<file path="src/rtl/edge_det_pkg.sv">
// Shared definitions for the debounced edge detector: event-flag mode encodings
// and the edge qualification rule used by every channel.
package edge_det_pkg;

  typedef enum logic [1:0] {
    MODE_RISE = 2'b00,
    MODE_FALL = 2'b01,
    MODE_BOTH = 2'b10,
    MODE_NONE = 2'b11
  } mode_t;

  function automatic logic edge_qualifies(input mode_t mode, input logic rise, input logic fall);
    return (rise && (mode == MODE_RISE || mode == MODE_BOTH)) ||
           (fall && (mode == MODE_FALL || mode == MODE_BOTH));
  endfunction

endpackage

</file>
<file path="src/rtl/edge_det_channel.sv">
// One input channel: synchronizer, debounce counter, accepted level,
// registered edge pulses and a sticky mode-qualified event flag.
module edge_det_channel
  import edge_det_pkg::*;
#(
  parameter int SYNC_STAGES     = 2,
  parameter int DEBOUNCE_CYCLES = 16
) (
  input  logic  clk,
  input  logic  rst_n,
  input  logic  signal,
  input  logic  ch_en,
  input  logic  ready,
  input  mode_t mode,
  input  logic  event_clr,
  output logic  level,
  output logic  raising,
  output logic  falling,
  output logic  double_edge,
  output logic  event_flag
);

  if (SYNC_STAGES < 2) begin : g_bad_sync
    $fatal(1, "edge_det_channel: SYNC_STAGES must be >= 2");
  end
  if (DEBOUNCE_CYCLES < 1) begin : g_bad_deb
    $fatal(1, "edge_det_channel: DEBOUNCE_CYCLES must be >= 1");
  end

  localparam int unsigned DW = $clog2(DEBOUNCE_CYCLES + 1);
  localparam logic [DW-1:0] CNT_LAST = DW'(DEBOUNCE_CYCLES - 1);

  logic [SYNC_STAGES-1:0] sync;
  logic [DW-1:0]          cnt;
  logic                   s;
  logic                   active;
  logic                   accept;
  logic                   set_flag;

  always_comb begin
    s        = sync[SYNC_STAGES-1];
    active   = ready && ch_en;
    accept   = active && (s != level) && (cnt == CNT_LAST);
    set_flag = edge_qualifies(mode, accept && s, accept && !s);
  end

  always_ff @(posedge clk or negedge rst_n) begin
    if (!rst_n) begin
      sync       <= '0;
      cnt        <= '0;
      level      <= 1'b0;
      raising    <= 1'b0;
      falling    <= 1'b0;
      event_flag <= 1'b0;
    end else begin
      sync       <= {sync[SYNC_STAGES-2:0], signal};
      raising    <= accept && s;
      falling    <= accept && !s;
      event_flag <= set_flag || (event_flag && !event_clr);
      // Blanked/disabled load, stable input and acceptance all reduce to level<=s, cnt<=0.
      if (!active || (s == level) || accept) begin
        level <= s;
        cnt   <= '0;
      end else begin
        cnt <= cnt + DW'(1);
      end
    end
  end

  assign double_edge = raising | falling;

endmodule

</file>
<file path="src/rtl/debounced_edge_detector.sv">
// Multi-channel debounced edge detector: post-reset blanking counter plus
// CH independent edge_det_channel instances sharing mode and ready.
module debounced_edge_detector
  import edge_det_pkg::*;
#(
  parameter int CH              = 4,
  parameter int SYNC_STAGES     = 2,
  parameter int STARTUP_CYCLES  = 200,
  parameter int DEBOUNCE_CYCLES = 16
) (
  input  logic          clk,
  input  logic          rst_n,
  input  logic [CH-1:0] signal,
  input  logic [CH-1:0] ch_en,
  input  logic [1:0]    mode,
  input  logic [CH-1:0] event_clr,
  output logic          ready,
  output logic [CH-1:0] level,
  output logic [CH-1:0] raising_edge_detect,
  output logic [CH-1:0] falling_edge_detect,
  output logic [CH-1:0] double_edge_detect,
  output logic [CH-1:0] event_flag
);

  if (CH < 1) begin : g_bad_ch
    $fatal(1, "debounced_edge_detector: CH must be >= 1");
  end
  if (SYNC_STAGES < 2) begin : g_bad_sync
    $fatal(1, "debounced_edge_detector: SYNC_STAGES must be >= 2");
  end
  if (STARTUP_CYCLES < 0) begin : g_bad_start
    $fatal(1, "debounced_edge_detector: STARTUP_CYCLES must be >= 0");
  end
  if (DEBOUNCE_CYCLES < 1) begin : g_bad_deb
    $fatal(1, "debounced_edge_detector: DEBOUNCE_CYCLES must be >= 1");
  end

  localparam int unsigned SW_RAW = $clog2(STARTUP_CYCLES + 1);
  localparam int unsigned SW     = (SW_RAW < 1) ? 1 : SW_RAW;
  localparam int unsigned SW1    = SW + 1;

  logic [SW-1:0] start_cnt;
  logic          start_done;
  logic          start_hit;
  mode_t         mode_q;

  always_comb begin
    mode_q     = mode_t'(mode);
    start_done = (start_cnt == SW'(STARTUP_CYCLES));
    // ready is registered, so it is set on the edge that completes the blanking count.
    start_hit  = (STARTUP_CYCLES == 0) ||
                 (({1'b0, start_cnt} + SW1'(1)) == SW1'(STARTUP_CYCLES));
  end

  always_ff @(posedge clk or negedge rst_n) begin
    if (!rst_n) begin
      start_cnt <= '0;
      ready     <= 1'b0;
    end else begin
      if (!start_done) begin
        start_cnt <= start_cnt + SW'(1);
      end
      if (start_hit) begin
        ready <= 1'b1;
      end
    end
  end

  for (genvar i = 0; i < CH; i++) begin : g_ch
    edge_det_channel #(
      .SYNC_STAGES    (SYNC_STAGES),
      .DEBOUNCE_CYCLES(DEBOUNCE_CYCLES)
    ) u_ch (
      .clk        (clk),
      .rst_n      (rst_n),
      .signal     (signal[i]),
      .ch_en      (ch_en[i]),
      .ready      (ready),
      .mode       (mode_q),
      .event_clr  (event_clr[i]),
      .level      (level[i]),
      .raising    (raising_edge_detect[i]),
      .falling    (falling_edge_detect[i]),
      .double_edge(double_edge_detect[i]),
      .event_flag (event_flag[i])
    );
  end

endmodule
</file>
<file path="config.mk">
export PLATFORM = sky130hd
export DESIGN_NAME = debounced_edge_detector
export DESIGN_NICKNAME = d
export VERILOG_FILES = /design/src/rtl/edge_det_pkg.sv /design/src/rtl/edge_det_channel.sv /design/src/rtl/debounced_edge_detector.sv
export SDC_FILE = /design/constraint.sdc
export NUM_CORES = 1
export LEC_CHECK = 0
export ABC_AREA = 1
export CORE_UTILIZATION = 40
export CTS_CLUSTER_SIZE = 24
export DETAILED_ROUTE_END_ITERATION = 10
export PLACE_DENSITY = 0.61
export SYNTH_ARGS = -nofsm -noshare
export SYNTH_HDL_FRONTEND = slang
export SYNTH_SLANG_ARGS = --single-unit
export TNS_END_PERCENT = 5
</file>
<file path="constraint.sdc">
create_clock -name clk -period 2.2 [get_ports clk]
set_input_delay 0.44 -clock clk [delete_from_list [all_inputs] [get_ports clk]]
set_output_delay 0.44 -clock clk [all_outputs]
set_load 0.01 [all_outputs]
</file>
==> results of run 1 <==
[stage by stage]
stage	setup WS, ps	power [W]	cell area (um^2)
2_1_floorplan	842.6	0.001035	2472
3_3_place_gp	490.2	0.001092	2791
3_5_place_dp	465.7	0.001094	2791
4_1_cts	299.5	0.001769	2908
5_1_grt	247.7	0.001823	2908
6_report	318.5	0.001734	2908
[cell type report]
type / instances / area share
multi-input combinational: 144 / 0.2806
sequential: 53 / 0.4561
clock buffer: 7 / 0.02969
tap: 75 / 0.03227
inverter: 48 / 0.06196
timing repair buffer: 37 / 0.1291
clock inverter: 1 / 0.01033
[cell families after synthesis]
family                     count (synthesis)
DFF                                       53
adders and majority gates                 12
and+or+nand+nor                          109
xor gates and xnor gates                   9
AOI/OAI and AO/OA                         14
buffers and inverters                     68
[state kept, by name, indices dropped and copies added (netlist names)]
signal,count
ready,1
start_cnt,8
g_ch.u_ch.sync,8
g_ch.u_ch.level,4
g_ch.u_ch.event_flag,4
g_ch.u_ch.raising,4
g_ch.u_ch.falling,4
g_ch.u_ch.cnt,20
[worst paths after layout]
path,from,endpoint,depth (start not counted),slack (ps)
min in group clk,g_ch[2].u_ch.sync[0],g_ch[2].u_ch.sync[1],0,360
worst max register to register,g_ch[2].u_ch.cnt[0],g_ch[2].u_ch.cnt[2],6,720
worst max-delay path,g_ch[0].u_ch.falling,double_edge_detect[0],2,320
worst min-delay path,rst_n,g_ch[2].u_ch.level,1,110
max in group asynchronous,rst_n,g_ch[0].u_ch.cnt[4],2,1550
worst min register to register,g_ch[2].u_ch.sync[0],g_ch[2].u_ch.sync[1],0,360
[layer usage]
metal	vias up	wire, um	track usage
met4	0	63	0.05357
met2	36	1849	0.2407
met3	7	199	0.03636
met1	774	1715	0.1742
li1	845	-	-
met5	-	0	0
[critical path: cells and delay by family (launching register included)]
kind                   cells  cell delay, ps
buffers and inverters      1             480
DFF                        1             380
and+or+nand+nor            1             290
[placed cells by master, fill, tap and decap left out, drive strengths merged]
cell and count:
dfrtp 53, inv 48, nand2 45, clkdlybuf4s50 35, nor2 28, nand3 15, ha 12, nand4 10
xor2 9, o21ai 9, clkbuf 7, or2 5, a21oi 4, and3 4, buf 2, o21bai 1
nor3 1, nor3b 1, bufinv 1
[power by group through the flow]
stage               Combinational [W]  Sequential [W]  Clock (W)
detailed placement          0.0000800         0.00101          0
global placement            0.0000790         0.00101          0
CTS                         0.0000805        0.000994   0.000695
finish                      0.0000772        0.000994   0.000663
floorplan                   0.0000240         0.00101          0
global route                0.0000881        0.000996   0.000739
==> impl_metrics.csv, run 1 <==
group,metric,value,unit
run_status,status,"finished, final reports clean",
yosys,avgSynthCellArea,9.330,um^2
sta,slew_violations,0,
hold_path,hp-class,"in2async",
clock_tree,cts.path.max_buffers,2,
yosys,synthArstFlopShare,1.000,
drt,routed_wl,3828,um
clock_tree,cts_hold_buf,0,
clock_tree,cts_buffers,5,
yosys,post-synth-top-count-cell,"dfrtp_1",
final_layout,fin_util,0.4882,
yosys,synth_xor_area_frac,0.03188,
final_layout,drive_gt1_frac,0.07931,
drt,ant_nets,0,
setup_path,worst-setup-path-type,"reg2out",
die,die-height,80.62,um
final_layout,register_area,1326,um^2
yosys,synth-main-ff-cell,"dfrtp_1",
sta,hold_violations,0,
power,intPower,0.001395,W
power,ir_drop,0.2627,mV
clock_tree,path_clk_slew,90,ps
global_routing,grt_first_pass_wirelength,7058,um
sta,fmax,531.5,MHz
clock_tree,cts_root_buffer,"clkbuf_8",
clock_tree,cts.sinks,53,
power,sw_frac_of_total,0.1955,
place,gp_congestion,0.7811,
yosys,synth-edff-count,0,
yosys,synth-simple-area-share,0.2065,
yosys,syn-instance-count,265,
die,core,5956,um^2
die,dieArea,6500,um^2
power,p_switching,0.0003390,W
yosys,syn_area,2472,um^2
clock_tree,htreeDepth,2,
drt,drt-initial-drc-count,70,
final_layout,fin_cells,365,
final_layout,antenna_cells,0,
yosys,synthMuxAreaShare,0,
sta,slew_headroom,0.6422,
sta,worst_slew_pin_slew,536.7,ps
power,p_leak,1.529,nW
setup_path,crit_path_cell_trace,"or2_2 > clkdlybuf4s50_1",
clock_tree,cts_tree,"built",
yosys,synth_compound_area_frac,0.03087,
setup_path,arrival,1440,ps
die,die_w,80.62,um
setup_path,crit_required,1760,ps
yosys,yosysWarnings,0,
die,start_util,0.4151,
sta,period_share,0.8552,
clock_tree,clk_latency,300,ps
yosys,synth_fa_ha_area_frac,0.06073,
final_layout,fillerInstances,581,
sta,setup_viol,0,
yosys,synth.area.top_cells,"dfrtp_1 54%, inv_1 7.3%, nand2_1 6.5%",
power,p_seq_frac,0.573,
sta,finalCriticalPeriod,1882,ps
sta,rsz0062_at_grt,"false",
setup_path,crit_fanout,2,
setup_path,setup.worst_path.end_class,"output port",
place,dp_hpwl,2912,um
yosys,synth-seq-cells,53,
drt,drc,0,
yosys,synth_top_cells_by_count,"53 x dfrtp_1, 48 x inv_1, 43 x nand2_1",
yosys,ys_seq_area_frac,0.5364,
clock_tree,ctsResizeCount,0,
drt,routedWlPerCell,10.49,um
power,pwr-share-clk,0.382,
global_routing,grt_pass1_vias,1682,
drt,route.vias.total,1662,
yosys,yosysTopAreaCell,"dfrtp_1",
die,rows,28,
drt,via_per_inst,4.553,
sta,whs,109.0,ps
sta,finalSetupTns,0,ps
yosys,ys_types,20,
setup_path,slowest_delay,480,ps
final_layout,syn_to_final_growth,17.61,%
setup_path,start_kind,"flop",
global_routing,grt_max_degree,32,
global_routing,track_usage,0.1426,
drt,drt_pass1_iterations,4,
global_routing,antenna_found_initial,0,
place,placed_cells,357,
clock_tree,post_cts_buffers,0,
yosys,synth_top_family_by_area,"simple AND/OR/NAND/NOR gates",
die,num_io_pins,37,
final_layout,multiInputGateArea,815.8,um^2
final_layout,nNetsFinal,317,
power,power_density,596.3,nW/um^2
place,portBuffers,36,
setup_path,cp_slowest_cell,"clkdlybuf4s50_1",
job,cap_violations,0,
power,pwr-share-comb,0.045,
global_routing,overflow,0,
yosys,synth_top_area_share,0.5364,
sta,skew,8.844,ps
yosys,syn_nets,293,
Note: power is estimated with default switching activity, not from simulation.
==> run 2, diff against run 1 <==
--- a/config.mk
+++ b/config.mk
@@ -9,7 +9,8 @@
 export CORE_UTILIZATION = 40
 export CTS_CLUSTER_SIZE = 24
 export DETAILED_ROUTE_END_ITERATION = 10
-export PLACE_DENSITY = 0.61
+export DONT_BUFFER_PORTS = 1
+export PLACE_DENSITY = 0.55
 export SYNTH_ARGS = -nofsm -noshare
 export SYNTH_HDL_FRONTEND = slang
 export SYNTH_SLANG_ARGS = --single-unit
==> run 2 against run 1 <==
Clock skew up 0.82 ps. Critical path depth down 1. Routed wire length down 2.1%. Cell count down 9.6%. Setup slack better by 370 ps. Combinational power down 39%. Utilization down 5.8 points. Hold slack better by 49 ps. Fmax up 24%. Flip-flop and latch count unchanged. Critical path type unchanged.
==> impl_metrics.csv, run 2 (synthesis results as in run 1) <==
group,metric,value,unit
setup_path,setup.worst_path.end_class,"output port",
sta,worst_slew_pin_slew,338.5,ps
drt,drt_pass1_iterations,4,
clock_tree,path_clk_slew,100,ps
drt,route.vias.total,1505,
final_layout,layout_common_cells,"53 x dfrtp_1, 48 x inv_1, 43 x nand2_1",
setup_path,worst-setup-path-type,"reg2out",
hold_path,whs_endpoint,"g_ch[0].u_ch.sync[0]",
power,finalPower,0.001692,W
setup_path,crit_family,"flip-flops",
hold_path,worstHoldStart,"signal[0]",
sta,finalSetupTns,0,ps
sta,hold_violations,0,
setup_path,slowest_delay,430,ps
job,cap_violations,0,
setup_path,arrival,1070,ps
final_layout,syn_to_final_growth,3.745,%
clock_tree,post_cts_buffers,0,
drt,ant_nets,0,
die,num_io_pins,37,
clock_tree,cts_buffers,5,
sta,fmax,660.9,MHz
drt,routed_wl,3748,um
place,placed_cells,320,
final_layout,mostFrequentLayoutCell,"dfrtp_1",
setup_path,start_kind,"flop",
hold_path,hp-class,"in2reg",
clock_tree,cts_root_buffer,"clkbuf_8",
global_routing,grt_max_degree,54,
final_layout,drive_gt1_frac,0.08627,
drt,drc,0,
sta,slew_headroom,0.7743,
setup_path,ff2ff_setup_slack,710,ps
sta,skew,9.662,ps
clock_tree,cts.path.max_buffers,2,
sta,setup_viol,0,
drt,routedWlPerCell,11.36,um
clock_tree,htreeDepth,2,
place,gp_congestion,0.7562,
run_status,status,"finished, final reports clean",
global_routing,grt_first_pass_wirelength,6134,um
sta,slew_violations,0,
hold_path,hold_path_depth,0,
final_layout,nNetsFinal,282,
die,die_w,80.62,um
final_layout,largest-register,"g_ch.u_ch.cnt",
final_layout,fin_cells,330,
sta,rsz0062_at_grt,"false",
final_layout,reg_top3,"g_ch.u_ch.cnt (20), g_ch.u_ch.sync (8), start_cnt (8)",
global_routing,antenna_found_initial,0,
global_routing,grt_pass1_vias,1406,
setup_path,r2r-end,"g_ch[3].u_ch.cnt[4]",
drt,via_per_inst,4.561,
setup_path,cp_slowest_cell,"dfrtp_1",
setup_path,startpoint,"g_ch[1].u_ch.falling",
die,die-height,80.62,um
power,p_leak,1.402,nW
sta,period_share,0.6877,
global_routing,overflow,0,
sta,finalCriticalPeriod,1513,ps
setup_path,r2r_start,"g_ch[3].u_ch.cnt[0]",
setup_path,crit_path_cell_trace,"or2_2",
final_layout,fillerInstances,591,
place,dp_hpwl,2769,um
final_layout,largest_reg_flops,20,
die,core,5956,um^2
setup_path,r2r_cells,6,
clock_tree,cts_tree,"built",
die,start_util,0.4151,
clock_tree,clk_latency,300,ps
setup_path,crit_fanout,2,
die,dieArea,6500,um^2
die,rows,28,
setup_path,crit_required,1760,ps
global_routing,track_usage,0.1255,
final_layout,antenna_cells,0,
setup_path,crit_buf_inv,0,
drt,drt-initial-drc-count,58,
power,power_density,659.6,nW/um^2
place,portBuffers,0,
power,ir_drop,0.3799,mV
clock_tree,cts.sinks,53,
-- run 2: how the worst max path moves through the flow --
stage / end / cells after the start
final: double_edge_detect[1] / 1
after global placement: g_ch[2].u_ch.cnt[2] / 6
after CTS: double_edge_detect[1] / 1
after global routing: g_ch[0].u_ch.cnt[2] / 6
after floorplan: g_ch[1].u_ch.cnt[2] / 6
after detailed placement: g_ch[2].u_ch.cnt[2] / 6
-- run 2: layer usage --
metal | vias to the layer above | global-route usage | routed length (um)
met1 | 698 | 0.1554 | 1779
met5 | - | 0 | 0
met2 | 27 | 0.2042 | 1744
li1 | 775 | - | -
met3 | 5 | 0.03750 | 175
met4 | 0 | 0.04821 | 48
-- run 2: through the flow --
step	setup WS, ps	utilization	hold slack, ps	instance area (um^2)
after floorplan	842.6	-	144.4	2472
after global placement	751.9	0.4057	145.6	2416
after detailed placement	708.7	0.4057	145.5	2416
after CTS	675.0	0.4307	148.0	2565
after global routing	549.2	0.4307	135.7	2565
final	687.0	0.4307	157.9	2565
-- run 2: report_power, final --
group	leakage (nW)	switching, W	internal, W	total (W)
combinational	0.648	0.0000326	0.0000147	0.0000473
sequential	0.698	0.0000117	0.000984	0.000996
clock	0.0554	0.000306	0.000342	0.000648
total	1.40	0.000351	0.00134	0.00169
-- run 2: what timing repair did --
item | CTS | global route
gates resized for setup | 0 | 0
hold endpoints to repair | 53 | 0
hold buffers | 2 | 0
-- run 2: cell type report --
cell class                 count  area (um^2)  share of cell area
clock buffer                   6        72.57             0.02829
clock inverter                 2        38.79             0.01512
inverter                      48        180.2             0.07024
multi-input combinational    144        815.8              0.3180
sequential                    53         1326              0.5171
tap                           75        93.84             0.03659
timing repair buffer           2        37.54             0.01463
